**config.mk**
```make
export PLATFORM = sky130hd
export DESIGN_NAME = keypad_scan
export DESIGN_NICKNAME = d
export VERILOG_FILES = /design/src/rtl/keypad_scan.sv
export SDC_FILE = /design/constraint.sdc
export NUM_CORES = 1
export LEC_CHECK = 0
export CORE_ASPECT_RATIO = 2
export CORE_UTILIZATION = 30
export CTS_BUF_LIST = sky130_fd_sc_hd__clkbuf_8
export CTS_CLUSTER_SIZE = 14
export DETAILED_ROUTE_END_ITERATION = 16
export GPL_ROUTABILITY_DRIVEN = 0
export GPL_TIMING_DRIVEN = 1
export PLACE_DENSITY = 0.55
export SYNTH_ARGS = -nofsm -noshare
export SYNTH_HDL_FRONTEND = slang
export SYNTH_SLANG_ARGS = --single-unit
```
**constraint.sdc**
```tcl
create_clock -name sys_clk -period 5.7 [get_ports sys_clk]
set_clock_uncertainty 0.15 [all_clocks]
set_input_delay 1.14 -clock sys_clk [delete_from_list [all_inputs] [get_ports sys_clk]]
set_output_delay 1.14 -clock sys_clk [all_outputs]
set_load 0.05 [all_outputs]
```
**src/rtl/keypad_scan.sv**
```systemverilog
// rtl/keypad_scan.sv - 4x4 keypad row scanner with whole-frame debounce and movement map
// Optional feature macro: KEYPAD_OPPOSE_MASK_EN (blank opposing up/down and left/right pairs).
module keypad_scan #(
  parameter int SCAN_DIV = 50000,
  parameter int DEB_CNT  = 4
) (
  input  logic       sys_clk,
  input  logic       RST,
  output logic [3:0] row,
  input  logic [3:0] col,
  output logic [3:0] mov,
  output logic [3:0] key_code,
  output logic       key_valid
);

  typedef enum logic [1:0] {ROW0, ROW1, ROW2, ROW3} row_state_t;

  row_state_t  state, state_nxt;
  logic [19:0] div;
  logic [3:0]  col_s1, col_s2;
  logic [11:0] raw;
  logic [15:0] prev, deb, frame_now, new_bits;
  logic [3:0]  stab;
  logic        load;
  logic        row_last, frame_done;
  logic [3:0]  new_code;
  logic [3:0]  mov_nxt;
  logic        up, down, left, right;

  assign row_last   = (div == 20'(SCAN_DIV - 1));
  assign frame_done = row_last && (state == ROW3);
  assign row        = ~(4'b0001 << state);
  // ROW3's nibble is taken straight from the synchronizer so the frame is whole at completion
  assign frame_now  = {~col_s2, raw};
  assign new_bits   = prev & ~deb;

  always_comb begin
    state_nxt = state;
    if (row_last) begin
      unique case (state)
        ROW0: state_nxt = ROW1;
        ROW1: state_nxt = ROW2;
        ROW2: state_nxt = ROW3;
        ROW3: state_nxt = ROW0;
      endcase
    end
  end

  always_ff @(posedge sys_clk or posedge RST) begin
    if (RST) state <= ROW0;
    else     state <= state_nxt;
  end

  always_ff @(posedge sys_clk or posedge RST) begin
    if (RST) begin
      div    <= 20'd0;
      col_s1 <= 4'b1111;
      col_s2 <= 4'b1111;
    end else begin
      div    <= row_last ? 20'd0 : div + 20'd1;
      col_s1 <= col;
      col_s2 <= col_s1;
    end
  end

  always_ff @(posedge sys_clk or posedge RST) begin
    if (RST) begin
      raw <= 12'd0;
    end else if (row_last) begin
      case (state)
        ROW0:    raw[3:0]  <= ~col_s2;
        ROW1:    raw[7:4]  <= ~col_s2;
        ROW2:    raw[11:8] <= ~col_s2;
        default: ;
      endcase
    end
  end

  always_ff @(posedge sys_clk or posedge RST) begin
    if (RST) begin
      prev <= 16'd0;
      stab <= 4'd0;
      load <= 1'b0;
    end else begin
      load <= 1'b0;
      if (frame_done) begin
        prev <= frame_now;
        if (frame_now == prev) begin
          if (stab != 4'(DEB_CNT)) stab <= stab + 4'd1;
          load <= (stab >= 4'(DEB_CNT - 1));
        end else begin
          stab <= 4'd0;
        end
      end
    end
  end

  always_comb begin
    new_code = 4'd0;
    for (int i = 15; i >= 0; i--) begin
      if (new_bits[i]) new_code = 4'(i);
    end
  end

  always_comb begin
    up    = prev[1];
    down  = prev[9];
    left  = prev[4];
    right = prev[6];
`ifdef KEYPAD_OPPOSE_MASK_EN
    if (up && down) begin
      up   = 1'b0;
      down = 1'b0;
    end
    if (left && right) begin
      left  = 1'b0;
      right = 1'b0;
    end
`endif
    mov_nxt = {up, down, left, right};
  end

  // prev holds the frame being committed during the load cycle
  always_ff @(posedge sys_clk or posedge RST) begin
    if (RST) begin
      deb       <= 16'd0;
      mov       <= 4'd0;
      key_code  <= 4'd0;
      key_valid <= 1'b0;
    end else begin
      key_valid <= 1'b0;
      if (load) begin
        deb       <= prev;
        mov       <= mov_nxt;
        key_valid <= |new_bits;
        if (|new_bits) key_code <= new_code;
      end
    end
  end

endmodule
```
==> summary.md <==
| Metric | Value |
|---|---|
| Status | completed |
| Worst Setup Start Kind | flop |
| FP Rows | a little under 60 |
| Vias in the first global route | 2606 |
| Ys flop type | dfrtp_1 |
| RSZ-0062 raised after global routing | no |
| EDFF count, synth | 0 |
| CP Class | flop to primary output |
| Pint | 827 uW |
| CP Data Arrival Time | 1.99 ns |
| First-pass GRT wire length | 12700 um |
| Logic pwr share | 1.7% |
| Power per Cell Area | 238 mW/mm^2 |
| Mean Syn Cell Area | 10.8 um^2 |
| Critical Path RT | ~4.4 ns |
| Sinks on Clock Net | 84 |
| CP top delay family | buffers and inverters |
| Initial antenna violation count | 0 |
| Period utilization | between 50% and 60% |
| Final ANT Viol Nets | 0 |
| Switch Pwr | 217 uW |
| Drt total wl | 7450 um |
| Core area | 0.0126 mm^2 |
| Die Ht | 163 um |
| GR Overflow Total | 0 |
| Worst hold path class | flop to flop |
| Iter 0 DRT Violations | 144 |
| Syn. warnings | 0 |
| Cell accounting for the most synthesized area | dfrtp_1 |
| TritonCTS clock tree | yes |
| CP max-delay cell | clkdlybuf4s50_1 |
| Flop2flop setup slack | 3.31 ns |
| #FFs+latches synth | between 80 and 90 |
| Worst VDD drop | 129 uV |
| Cell leakage power | 2.10 nW |
| Switching fraction of total power | 20.8% |
| Share of post-route cells with drive strength above 1 | 11.3% |
| Synth unique cells | 50 |
| Max Slew Vio Count | 0 |
| Upper clock frequency limit | around 300 MHz |
| Asr flop ratio synth | 100% |
| Setup Viol. Count Final | 0 |
| Post CTS Setup Buffer Count | 0 |
| Vias | 2482 |
| Critical path's largest stage delay | 0.80 ns |
| Final Hold Viols | 0 |
| Largest net degree at the start of global routing | 50 |
| Critical path peak fanout | 4 |
| Critical path, cell by cell | inv_1, ha_1, inv_1, clkdlybuf4s50_1 |
| Layout Nets | 390 |
| Post-synth top area share | 49.0% |
| Design Power | approximately 1.0 mW |
| Worst Tran Pin Value | 0.854 ns |
| Slew HR | 43.1% |
| Seq pwr share | 57.8% |
| IO Port Bufs | 18 |
| Clock network power share | 40.4% |
| Tmin final | 3.28 ns |
| Cell Area, Synth | ~0.0039 mm^2 |
| Register clock-pin slew on the reported worst setup and hold paths | ~0.08 ns |
| Starting Density | 30.9% |
| CP most frequent cell | inv_1 |
| # DRC | 0 |
| Num CTS Buffers | 9 |
| Number of hold buffers added after cts | 0 |
| Clk_lat worst skew | 0.36 ns |
| Die footprint | ~0.013 mm^2 |
| Syn Inst Count | 358 |
| Drt wl/cell | roughly 14 um |
| Register area share after synthesis | 54.5% |
| Place WS | 2.80 ns |
| Synth area leaders | dfrtp_1 49%, dfstp_2 5.4%, xor2_1 4.3% |
| Net Count, Synth | 372 |
| DPL Wire Length | 5530 um |
| Post-cts sizing count | 0 |
| CTS max path bufs | 2 |
| Gr usage total | 12.9% |
| # IOs | 19 |
| Sum of negative setup slack | 0 ns |
| Commonest non-fill, non-tap cell in the layout | dfrtp_1 |
| Commonest cells after routing, fill and taps aside | 76 x dfrtp_1, 34 x nand2_1, 31 x inv_1 |
| N_diodes | 0 |
| CTS HTree Levels | 3 |
| DR vias/cell | 4.67 |
| Max-Cap Viols | 0 |
| Final worst slack | 2.42 ns |
| P&R area growth vs syn | 13.4% |
| Worst setup EP type | primary output |
| Die W | 82.4 um |
| CTS root buf | clkbuf_8 |
| Number of buffers and inverters on the critical path | 3 |
| Pre-antenna DRT Iters | 4 |
## layout make-up
class	instances	area, um^2
Clock buffer	11	151
Clock inverter	5	46.3
Fill cell	1288	8160
Inverter	29	110
Multi-Input combinational cell	231	1590
Sequential cell	84	2110
Tap cell	150	188
Timing Repair Buffer	21	203
## synth_stat cells, types with 2 or more instances
cell / instances
nor3_1: 5
ha_1: 8
a21boi_0: 2
mux2_2: 14
and3_1: 4
mux2i_1: 12
nand2b_1: 16
dfstp_2: 8
xor2_1: 19
nand4_1: 9
nand2_1: 34
nand3_1: 9
o21ai_0: 23
nor2b_1: 5
o21bai_1: 2
inv_1: 29
a21oi_1: 7
nor4b_1: 2
buf_2: 2
dfrtp_1: 76
xnor2_1: 15
clkbuf_1: 7
nor4_1: 4
nor2_1: 17
buf_4: 4
## cells by family (layout without fill, tap and decap cells)
family	after synthesis	in the layout	synth area share, %
flops	84	84	54.5
xor+xnor	34	34	7.68
fa+ha+maj	8	8	2.58
simple gates	118	118	16.3
compound gates	45	45	7.03
buf+inv	43	66	4.81
mux	26	26	7.16
## sequential cells by signal, summed over array words and instances, names as in the netlist, 4 cells and up
register / flops
div: 20
prev: 16
deb: 13
raw: 12
col_s1: 4
col_s2: 4
key_code: 4
stab: 4
## per-stage QoR
step	util, %	hold WS, ns	instances	cell area [um^2]
2_1_floorplan	-	0.195	358	3880
5_1_grt	35.0	0.212	531	4400
3_3_place_gp	33.4	0.196	515	4200
4_1_cts	35.0	0.208	531	4400
6_report	35.0	0.207	531	4400
3_5_place_dp	33.4	0.197	515	4200
## power groups by stage
stage / combinational, mW / clock, mW / sequential, mW
floorplan: 0.0108 / 0 / 0.614
global placement: 0.0190 / 0 / 0.616
detailed placement: 0.0195 / 0 / 0.616
CTS: 0.0194 / 0.440 / 0.604
global route: 0.0213 / 0.464 / 0.605
finish: 0.0181 / 0.422 / 0.604
## worst paths after layout
kind / start / to / cells after the start
min in group asynchronous: RST / stab[1] / 2
max in group asynchronous: RST / deb[3] / 3
setup / recovery: state[0] / row[2] / 4
setup reg to reg: col_s2[2] / stab[3] / 5
hold / removal: col_s1[0] / col_s2[0] / 0
hold reg to reg: col_s1[0] / col_s2[0] / 0
## layer usage
metal	global-route usage [%]	part of all wire, %	up-vias
li1	-	-	1232
met5	0	0	-
met1	13.6	40	1194
met2	22.9	55	44
met4	6.54	2.8	0
met3	2.86	2.6	12
No activity file was read; power rests on OpenSTA's default activity.
